[config.mk]
export PLATFORM = sky130hd
export DESIGN_NAME = sfx_sequencer
export DESIGN_NICKNAME = d
export VERILOG_FILES = /design/src/rtl/sfx_sequencer.sv
export SDC_FILE = /design/constraint.sdc
export NUM_CORES = 1
export LEC_CHECK = 0
export BUFFER_PORTS_ARGS = -buffer_cell sky130_fd_sc_hd__buf_2
export CAP_MARGIN = 20
export CORE_MARGIN = 3
export CORE_UTILIZATION = 39
export DETAILED_ROUTE_END_ITERATION = 6
export PLACE_DENSITY = 0.62
export SETUP_SLACK_MARGIN = 0.15
export SYNTH_ARGS = -nofsm -noshare
export SYNTH_HDL_FRONTEND = slang
export SYNTH_SLANG_ARGS = --single-unit
[constraint.sdc]
create_clock -name clk -period 3.1 [get_ports clk]
set_input_delay 0.775 -clock clk [delete_from_list [all_inputs] [get_ports clk]]
set_output_delay 0.775 -clock clk [all_outputs]
set_load 0.02 [all_outputs]
[src/rtl/sfx_sequencer.sv]
// Sound-effect sequencer: plays one-shot or looping effects from a shared ROM,
// one sample per codec request, with a fixed ROM read latency.
module sfx_sequencer #(
  parameter int ADDR_W   = 16,
  parameter int LEN_WHO  = 32000,
  parameter int LEN_SW   = 24000,
  parameter int LEN_CITY = 32768,
  parameter int ROM_LAT  = 2,
  parameter int ATTEN    = 0
) (
  input  logic              clk,
  input  logic              reset,
  input  logic [1:0]        control,
  input  logic              sample_req,
  input  logic [15:0]       rom_q,
  output logic [ADDR_W-1:0] rom_addr,
  output logic [1:0]        rom_sel,
  output logic [15:0]       audio_output,
  output logic              busy,
  output logic              overrun
);

  typedef enum logic [1:0] {IDLE, PLAY, FETCH} state_t;

  localparam logic [ADDR_W-1:0] LAST_WHO  = ADDR_W'(LEN_WHO - 1);
  localparam logic [ADDR_W-1:0] LAST_SW   = ADDR_W'(LEN_SW - 1);
  localparam logic [ADDR_W-1:0] LAST_CITY = ADDR_W'(LEN_CITY - 1);

  state_t              state, state_d;
  logic [1:0]          ctrl_q;
  logic [2:0]          lat_cnt, lat_cnt_d;
  logic [ADDR_W-1:0]   addr_d, last_addr;
  logic [1:0]          sel_d;
  logic [15:0]         audio_d;
  logic                overrun_d;
  logic                trigger;
  logic signed [15:0]  sample_s;

  assign trigger  = (control != ctrl_q) && (control != 2'b00);
  assign sample_s = $signed(rom_q) >>> ATTEN;
  assign busy     = (state != IDLE);

  always_comb begin
    case (rom_sel)
      2'b01:   last_addr = LAST_WHO;
      2'b10:   last_addr = LAST_SW;
      default: last_addr = LAST_CITY;
    endcase
  end

  always_ff @(posedge clk or posedge reset) begin
    if (reset) begin
      state        <= IDLE;
      ctrl_q       <= 2'b00;
      lat_cnt      <= '0;
      rom_addr     <= '0;
      rom_sel      <= 2'b00;
      audio_output <= '0;
      overrun      <= 1'b0;
    end else begin
      state        <= state_d;
      ctrl_q       <= control;
      lat_cnt      <= lat_cnt_d;
      rom_addr     <= addr_d;
      rom_sel      <= sel_d;
      audio_output <= audio_d;
      overrun      <= overrun_d;
    end
  end

  // Stop beats trigger, trigger beats everything else (including a same-cycle request).
  always_comb begin
    state_d   = state;
    lat_cnt_d = lat_cnt;
    addr_d    = rom_addr;
    sel_d     = rom_sel;
    audio_d   = audio_output;
    overrun_d = overrun;
    if (control == 2'b00) begin
      state_d = IDLE;
      audio_d = '0;
    end else if (trigger) begin
      state_d = PLAY;
      sel_d   = control;
      addr_d  = '0;
    end else begin
      case (state)
        IDLE: begin
          if (sample_req) audio_d = '0;
        end
        PLAY: begin
          if (sample_req) begin
            state_d   = FETCH;
            lat_cnt_d = 3'(ROM_LAT);
          end
        end
        FETCH: begin
          if (sample_req) overrun_d = 1'b1;
          if (lat_cnt == 3'd0) begin
            audio_d = sample_s;
            if (rom_addr == last_addr) begin
              if (rom_sel == 2'b11) begin
                addr_d  = '0;
                state_d = PLAY;
              end else begin
                state_d = IDLE;
              end
            end else begin
              addr_d  = rom_addr + ADDR_W'(1);
              state_d = PLAY;
            end
          end else begin
            lat_cnt_d = lat_cnt - 3'd1;
          end
        end
        default: state_d = IDLE;
      endcase
    end
  end

endmodule

== Word level (Yosys, flattened, before mapping) ==
Index checks and enable logic that the tools add are counted.
Storage, ports and cells
  output and inout port bits: 36
  register bits: 42
  word-level logic and storage cells: 64
Operators by class
  equal/unequal tests: 16
  reduce and logical (&&, ||, !) cells: 16
  mux-type cells: 21
  bitwise logic cells: 2
  add/subtract/negate cells: 2
Operators with widths (count)
  16-bit two-way mux: 9
  16-bit case mux with 2 select lines: 1
  14-bit case mux with 2 select lines: 1
  16-bit by 1-bit adder with 16-bit output, second input constant: 1
  16-bit equality test: 1
  4-bit AND reduction: 3
  2-bit two-way mux: 5
  2-bit nonzero test: 5
  3-bit != test, second input constant: 3
  4-bit != test, second input constant: 2
  2-bit equality test, second input constant: 3
  3-bit two-way mux: 2
  2-bit case mux with 3 select lines: 1
  3-bit case mux with 2 select lines: 1
  5-bit AND reduction: 1
  2-bit by 1-bit equality test with 1-bit output, second input constant: 2
  2-bit logical NOT: 2
  2-bit != test, second input constant: 2
  3-bit logical NOT: 1
  3-bit by 2-bit != test with 1-bit output, second input constant: 1
  3-bit AND reduction: 1
  3-bit nonzero test: 1
  3-bit by 1-bit subtractor with 3-bit output, second input constant: 1
  2-bit by 1-bit != test with 1-bit output, second input constant: 1
  other kinds (5): 6

== Longest topological paths before layout ==
Gate-level depths: netlist (run 1).
  word-level depth: 8
  mapped depth: 9

== Least setup slack after synthesis (run 1) ==
No wires, ideal clock.
  path type: register -> register
  start point: reg rom_sel[0]
  end point: reg rom_addr[3]
  clock period less this slack: 2206 ps
  cell stages (with the launch flop): 9
  path slack: 894 ps
  data required time: 3030 ps
  data arrival time: 2137 ps
  path through: dfrtp_1 -> inv_1 -> ha_1 -> xor2_1 -> or4_1 -> o21ai_4 -> buf_6 -> nand3_1 -> nand3_1
Between the ends
  longest elaborated chain between the ends: 7
  elaborated cells on any way between the ends: 11
  those cells by class: 5 x eq/ne; 5 x mux; 1 x reduce/logical
RTL lines
  start, declared: RTL line 17  | output logic [1:0] rom_sel,
  start signal, assigned: RTL line 65  | rom_sel <= sel_d;
  2-bit equality test / 2-bit by 1-bit equality test with 1-bit output (equally long branches): RTL line 44  | case (rom_sel)
  14-bit case mux with 2 select lines: RTL line 44
  16-bit equality test: RTL line 101  | if (rom_addr == last_addr) begin
  16-bit two-way mux: RTL line 101
  16-bit two-way mux: RTL line 99  | if (lat_cnt == 3'd0) begin
  16-bit two-way mux: RTL line 87  | case (state)
  16-bit two-way mux: RTL line 82  | end else if (trigger) begin
  end signal, assigned: RTL line 64  | rom_addr <= addr_d;
  end, declared: RTL line 16  | output logic [ADDR_W-1:0] rom_addr,
Several ways; a longest one is shown, not always the timed one. The select of a mux whose other input is x is not followed.
A chain may end at the register's enable or synchronous reset.

== Final worst setup path (run 1) ==
  start point: reg rom_sel[0]
  end point: reg rom_addr[1]
Same word-level chain as after synthesis.

==> impl_metrics.json, run 1 <==
{
  "outcome": "finished clean",
  "post-route-min-period_ns": 2.35,
  "crit_start": "rom_sel[0]",
  "dominantRegCellSynth": "dfrtp_1",
  "die_h_um": 82.4,
  "vias": 2073,
  "finalHoldViolCount": 0,
  "grt_pass1_wl_um": 8600,
  "finalWeightedCongestion": 0.791,
  "worstMarginPinSlew_ns": 0.835,
  "die_area_um2": 6780,
  "post_cts_resized": 0,
  "placed_area_um2": 2630,
  "synthAdderAreaFrac": 0.0330,
  "cts_buffers": 5,
  "reg2reg_depth": 7,
  "cts.sinks": 42,
  "clk_pin_slew_ns": 0.09,
  "critPathCaptureType": "register",
  "dr.pass1.iters": 4,
  "design_area_um2": 2780,
  "async_reset_ff_frac": 1.00,
  "fmax_mhz": 425,
  "tns_ns": 0,
  "synth_fp_nets": 280,
  "arrival_ns": 2.55,
  "grt_max_degree": 43,
  "syn_area_per_cell_um2": 8.99,
  "wire_per_inst_um": 13.9,
  "syn_inst": 253,
  "synth_compound_area_frac": 0.125,
  "r2r-start": "rom_sel[0]",
  "setup_viol": 0,
  "period_share": 0.759,
  "clockBufferDepth": 2,
  "slew_violations": 0,
  "synth_warnings": 0,
  "core_um2": 5570,
  "worst_hold_path_type": "reg -> reg",
  "critPathMaxFanout": 19,
  "first_global_vias": 1788,
  "root_buffer": "clkbuf_8",
  "place_inst": 375,
  "synthTopCellsByCount": "nand2_1, dfrtp_1, nand3_1",
  "synth_top_family_by_area": "simple AND/OR/NAND/NOR gates",
  "drcViolationCount": 0,
  "netlist_area_um2": 2270,
  "drive_gt1_frac": 0.260,
  "synth_xor_area_frac": 0.0154,
  "clock_latency_ns": 0.30,
  "powerDensity_nw_per_um2": 445,
  "htreeDepth": 2,
  "insertedDiodeCount": 0,
  "die_w_um": 82.4,
  "fin_util": 0.498,
  "finalPower_mw": 1.24,
  "cts_tree": "built",
  "slew_headroom": 0.441,
  "hpwl_um": 3830,
  "grtUsageMet2": 0.247,
  "fin_cells": 384,
  "io_pins": 57,
  "synth_edf_count": 0,
  "cp_data_required_time_ns": 3.29,
  "finClkSkew_ns": 0.00712,
  "ys_top_cells_by_area": "dfrtp_1, nand2_1, nand3_1",
  "grt_setup_unrepaired": "false",
  "ys_ff_latch": 42,
  "yosysMostFrequentCell": "nand2_1",
  "cap_viol_max_count": 0,
  "routed_wl_um": 5320,
  "top_usage_layer": "met2",
  "grt_usage": 0.164,
  "use_met1": 0.233,
  "setup.worst_path.start_class": "register",
  "syn_to_final_growth_pct": 22.1,
  "peakVddDrop_v": 0.000280,
  "ant_nets": 0,
  "synth.top_cell.area_share": 0.462,
  "grt.met3_usage": 0.0336,
  "grt-ovfl-total": 0,
  "yosysUniqueCellTypes": 50,
  "critPathKind": "reg -> reg",
  "setup.worst_path.end": "rom_addr[1]",
  "initial_core_util": 0.408,
  "muxShareOfSynthArea": 0.00440,
  "cts_setup_buffers": 0,
  "p_leak_nw": 1.31,
  "r2r-end": "rom_addr[1]",
  "layout.nets": 338,
  "io_buffers": 56,
  "hold_buffers": 0,
  "yosysSeqAreaShare": 0.462,
  "viasPerCell": 5.40,
  "min_from": "audio_output[5]",
  "yosys.area.top_type": "dfrtp_1",
  "yosys.area_share.simple": 0.321,
  "rrSetupSlack_ns": 0.75,
  "antenna_found_initial": 0,
  "drtIter0Drc": 130,
  "rows": 27
}
## worst min path at each step
| stage | to | cells past startpoint |
|---|---|---|
| detailed placement | audio_output[14] | 2 |
| finish | audio_output[5] | 2 |
| floorplan | lat_cnt[0] | 1 |
| global placement | audio_output[5] | 2 |
| CTS | audio_output[14] | 2 |
| global route | overrun | 1 |
## layout by cell type (no fill, tap or decap), types with 2 or more instances in the layout
| cell | count |
|---|---|
| a31oi_1 | 2 |
| nand4b_1 | 4 |
| buf_2 | 56 |
| clkbuf_8 | 5 |
| nand2b_1 | 6 |
| or2_2 | 3 |
| o311ai_1 | 3 |
| nand4_1 | 11 |
| nor2_1 | 12 |
| xnor2_1 | 3 |
| ha_1 | 6 |
| dfrtp_1 | 42 |
| bufinv_16 | 2 |
| inv_1 | 9 |
| nand3b_1 | 3 |
| nand2_1 | 45 |
| o31ai_1 | 3 |
| and2_1 | 2 |
| o211ai_1 | 3 |
| buf_4 | 4 |
| a21boi_0 | 2 |
| nand3_1 | 33 |
| or4_1 | 4 |
| o21ai_1 | 2 |
| o21ai_0 | 19 |
## registers in the layout, indices dropped and copies added, names as in the netlist
register	flops
audio_output	16
overrun	1
rom_sel	2
rom_addr	16
ctrl_q	2
state	2
lat_cnt	3
## logic make-up after synthesis
logic type               Yosys count
AND/OR/NAND/NOR                  138
XOR/XNOR                           4
multiplexers                       1
adder cells (fa/ha/maj)            6
flip-flops                        42
buffers and inverters             19
AO/OA/AOI/OAI                     43
## power by group
part,internal (mW),switching [mW]
sequential,0.563,0.0135
combinational,0.0515,0.0885
clock,0.323,0.197
total,0.937,0.299
## critical path, stage by stage, from the launching register on
cell and delay [ns]:
dfrtp_1 0.43, inv_1 0.06, ha_1 0.30, xor2_1 0.17
or4_1 0.59, o21ai_4 0.45, and2_1 0.20, o21ai_1 0.06
## metal layers
layer,share of wire,wire (um),up-vias
li1,-,-,1026
met1,0.46,2430,1002
met2,0.49,2590,39
met3,0.045,237,6
met4,0.011,61,0
met5,0,0,-
## metrics by stage
step | worst slack [ns] | hold WS (ns)
6_report | 0.746 | 0.478
5_1_grt | 0.526 | 0.519
4_1_cts | 0.740 | 0.486
3_5_place_dp | 0.520 | 0.466
3_3_place_gp | 0.613 | 0.459
2_1_floorplan | 0.894 | 0.457
## area by class of cell
type	count	area (um2)
clock buffers	5	68.8
inverters	9	33.8
well taps	72	90.1
repair buffers	61	322
flip-flops and latches	42	1050
fillers	574	2800
multi-input cells	192	1140
clock inverters	3	68.8
Power figures use the tool's default switching activity.
==> inputs of run 2 (changes only) <==
Settings changed: PLACE_DENSITY 0.62 to 0.64.
Clock period 3.1 ns to 2.1 ns, I/O delays scaled along.
==> run 2 against run 1 <==
  * Power rose by 32%
  * Combinational power grew 73%
  * Largest power group unchanged
  * Setup slack worse by 0.69 ns
  * Clock-buffer cell count unchanged
  * Hold slack worse by 0.14 ns
  * Register-to-register slack got worse by 0.69 ns
  * Critical path type unchanged
==> impl_metrics.json, run 2 (same netlist as run 1, synthesis figures left out) <==
{
  "drive_gt1_frac": 0.373,
  "grt.met3_usage": 0.0369,
  "slew_violations": 0,
  "wire_per_inst_um": 13.9,
  "critPathCaptureType": "register",
  "cts_tree": "built",
  "use_met1": 0.238,
  "outcome": "finished clean",
  "hpwl_um": 3970,
  "arrival_ns": 2.22,
  "layout.nets": 356,
  "powerDensity_nw_per_um2": 546,
  "multi_input_area_um2": 1230,
  "clk_pin_slew_ns": 0.09,
  "grt-ovfl-total": 0,
  "critPathMaxFanout": 3,
  "grt_max_degree": 43,
  "finalPower_mw": 1.63,
  "post-route-min-period_ns": 2.04,
  "syn_to_final_growth_pct": 31.2,
  "insertedDiodeCount": 0,
  "die_area_um2": 6780,
  "worstMarginPinSlew_ns": 0.587,
  "rows": 27,
  "regArea_um2": 1060,
  "drcViolationCount": 0,
  "vias": 2137,
  "critPathKind": "reg -> reg",
  "die_w_um": 82.4,
  "finClkSkew_ns": 0.0101,
  "worst_hold_path_type": "in -> async",
  "seqPwrFrac": 0.522,
  "clockPowerShare": 0.329,
  "initial_core_util": 0.408,
  "top_usage_layer": "met2",
  "post-place-ws_ns": 0.0622,
  "io_pins": 57,
  "tns_ns": 0,
  "p_leak_nw": 1.39,
  "fill_cells": 537,
  "fin_cells": 402,
  "grt_usage": 0.171,
  "final_cell_mix": "buf_2, nand2_1, dfrtp_1, nand3_1, o21ai_0",
  "cap_viol_max_count": 0,
  "grtUsageMet2": 0.271,
  "ant_nets": 0,
  "setup.worst_path.start_class": "register",
  "power_switching_uw": 464,
  "placed_area_um2": 2810,
  "cts.sinks": 42,
  "antenna_found_initial": 0,
  "core_um2": 5570,
  "clock_latency_ns": 0.30,
  "period_share": 0.971,
  "hold_buffers": 0,
  "setup_viol": 0,
  "routed_wl_um": 5590,
  "p_int_mw": 1.17,
  "grt_pass1_wl_um": 9070,
  "cts_buffers": 5,
  "final_common_cell": "buf_2",
  "dr.pass1.iters": 4,
  "grt_setup_unrepaired": "true",
  "io_buffers": 56,
  "drtIter0Drc": 106,
  "first_global_vias": 1883,
  "die_h_um": 82.4,
  "setup_ws_ns": 0.0602,
  "whs_ns": 0.341,
  "root_buffer": "clkbuf_8",
  "p_sw_frac": 0.285,
  "reg_top3": "audio_output x16, rom_addr x16, lat_cnt x3",
  "finalHoldViolCount": 0,
  "clockBufferDepth": 2,
  "fin_util": 0.536,
  "peakVddDrop_v": 0.000457,
  "fmax_mhz": 490,
  "finalWeightedCongestion": 0.795,
  "viasPerCell": 5.32,
  "place_inst": 389,
  "design_area_um2": 2990,
  "p_comb_frac": 0.149,
  "htreeDepth": 2,
  "slew_headroom": 0.605,
  "cp_data_required_time_ns": 2.28
}
## run 2: routing by layer
| layer | vias to the layer above | share of wire |
|---|---|---|
| met3 | 4 | 0.050 |
| met1 | 1018 | 0.47 |
| li1 | 1062 | - |
| met2 | 53 | 0.47 |
| met5 | - | 0 |
| met4 | 0 | 0.0070 |
## run 2: power groups by stage
stage,Sequential [mW],Clock [mW],Combinational [mW]
global placement,0.868,0,0.223
global route,0.854,0.597,0.274
detailed placement,0.870,0,0.224
floorplan,0.884,0,0.131
finish,0.851,0.536,0.242
CTS,0.851,0.556,0.236
## run 2: final cells by class
class,count,area share
timing repair buffer,79,0.161
sequential,42,0.354
tap,72,0.0302
inverter,9,0.0113
multi-input combinational,192,0.414
clock buffer,5,0.0231
clock inverter,3,0.00712
## run 2: worst paths after layout
| check | end | startpoint | slack [ns] | cells past startpoint |
|---|---|---|---|---|
| setup / recovery | rom_addr[10] | rom_sel[0] | 0.06 | 7 |
| hold / removal | rom_addr[15] | reset | 0.34 | 3 |
| setup reg to reg | rom_addr[10] | rom_sel[0] | 0.06 | 7 |
| max in group asynchronous | rom_sel[1] | reset | 1.35 | 3 |
| hold reg to reg | overrun | overrun | 0.47 | 1 |
| min in group clk | ctrl_q[0] | control[0] | 0.42 | 1 |
## run 2: timing repair
action	CTS	global route
setup endpoints to repair	13	17
gates cloned	0	1
setup buffers	3	1
resized for setup	2	11
pin swaps	1	3
## run 2: critical path: stages (launching register included)
cell	delay, ns
dfrtp_2	0.43
inv_2	0.07
ha_4	0.12
or3b_4	0.37
a211o_1	0.30
or4_1	0.42
a21oi_1	0.13
o22ai_1	0.10
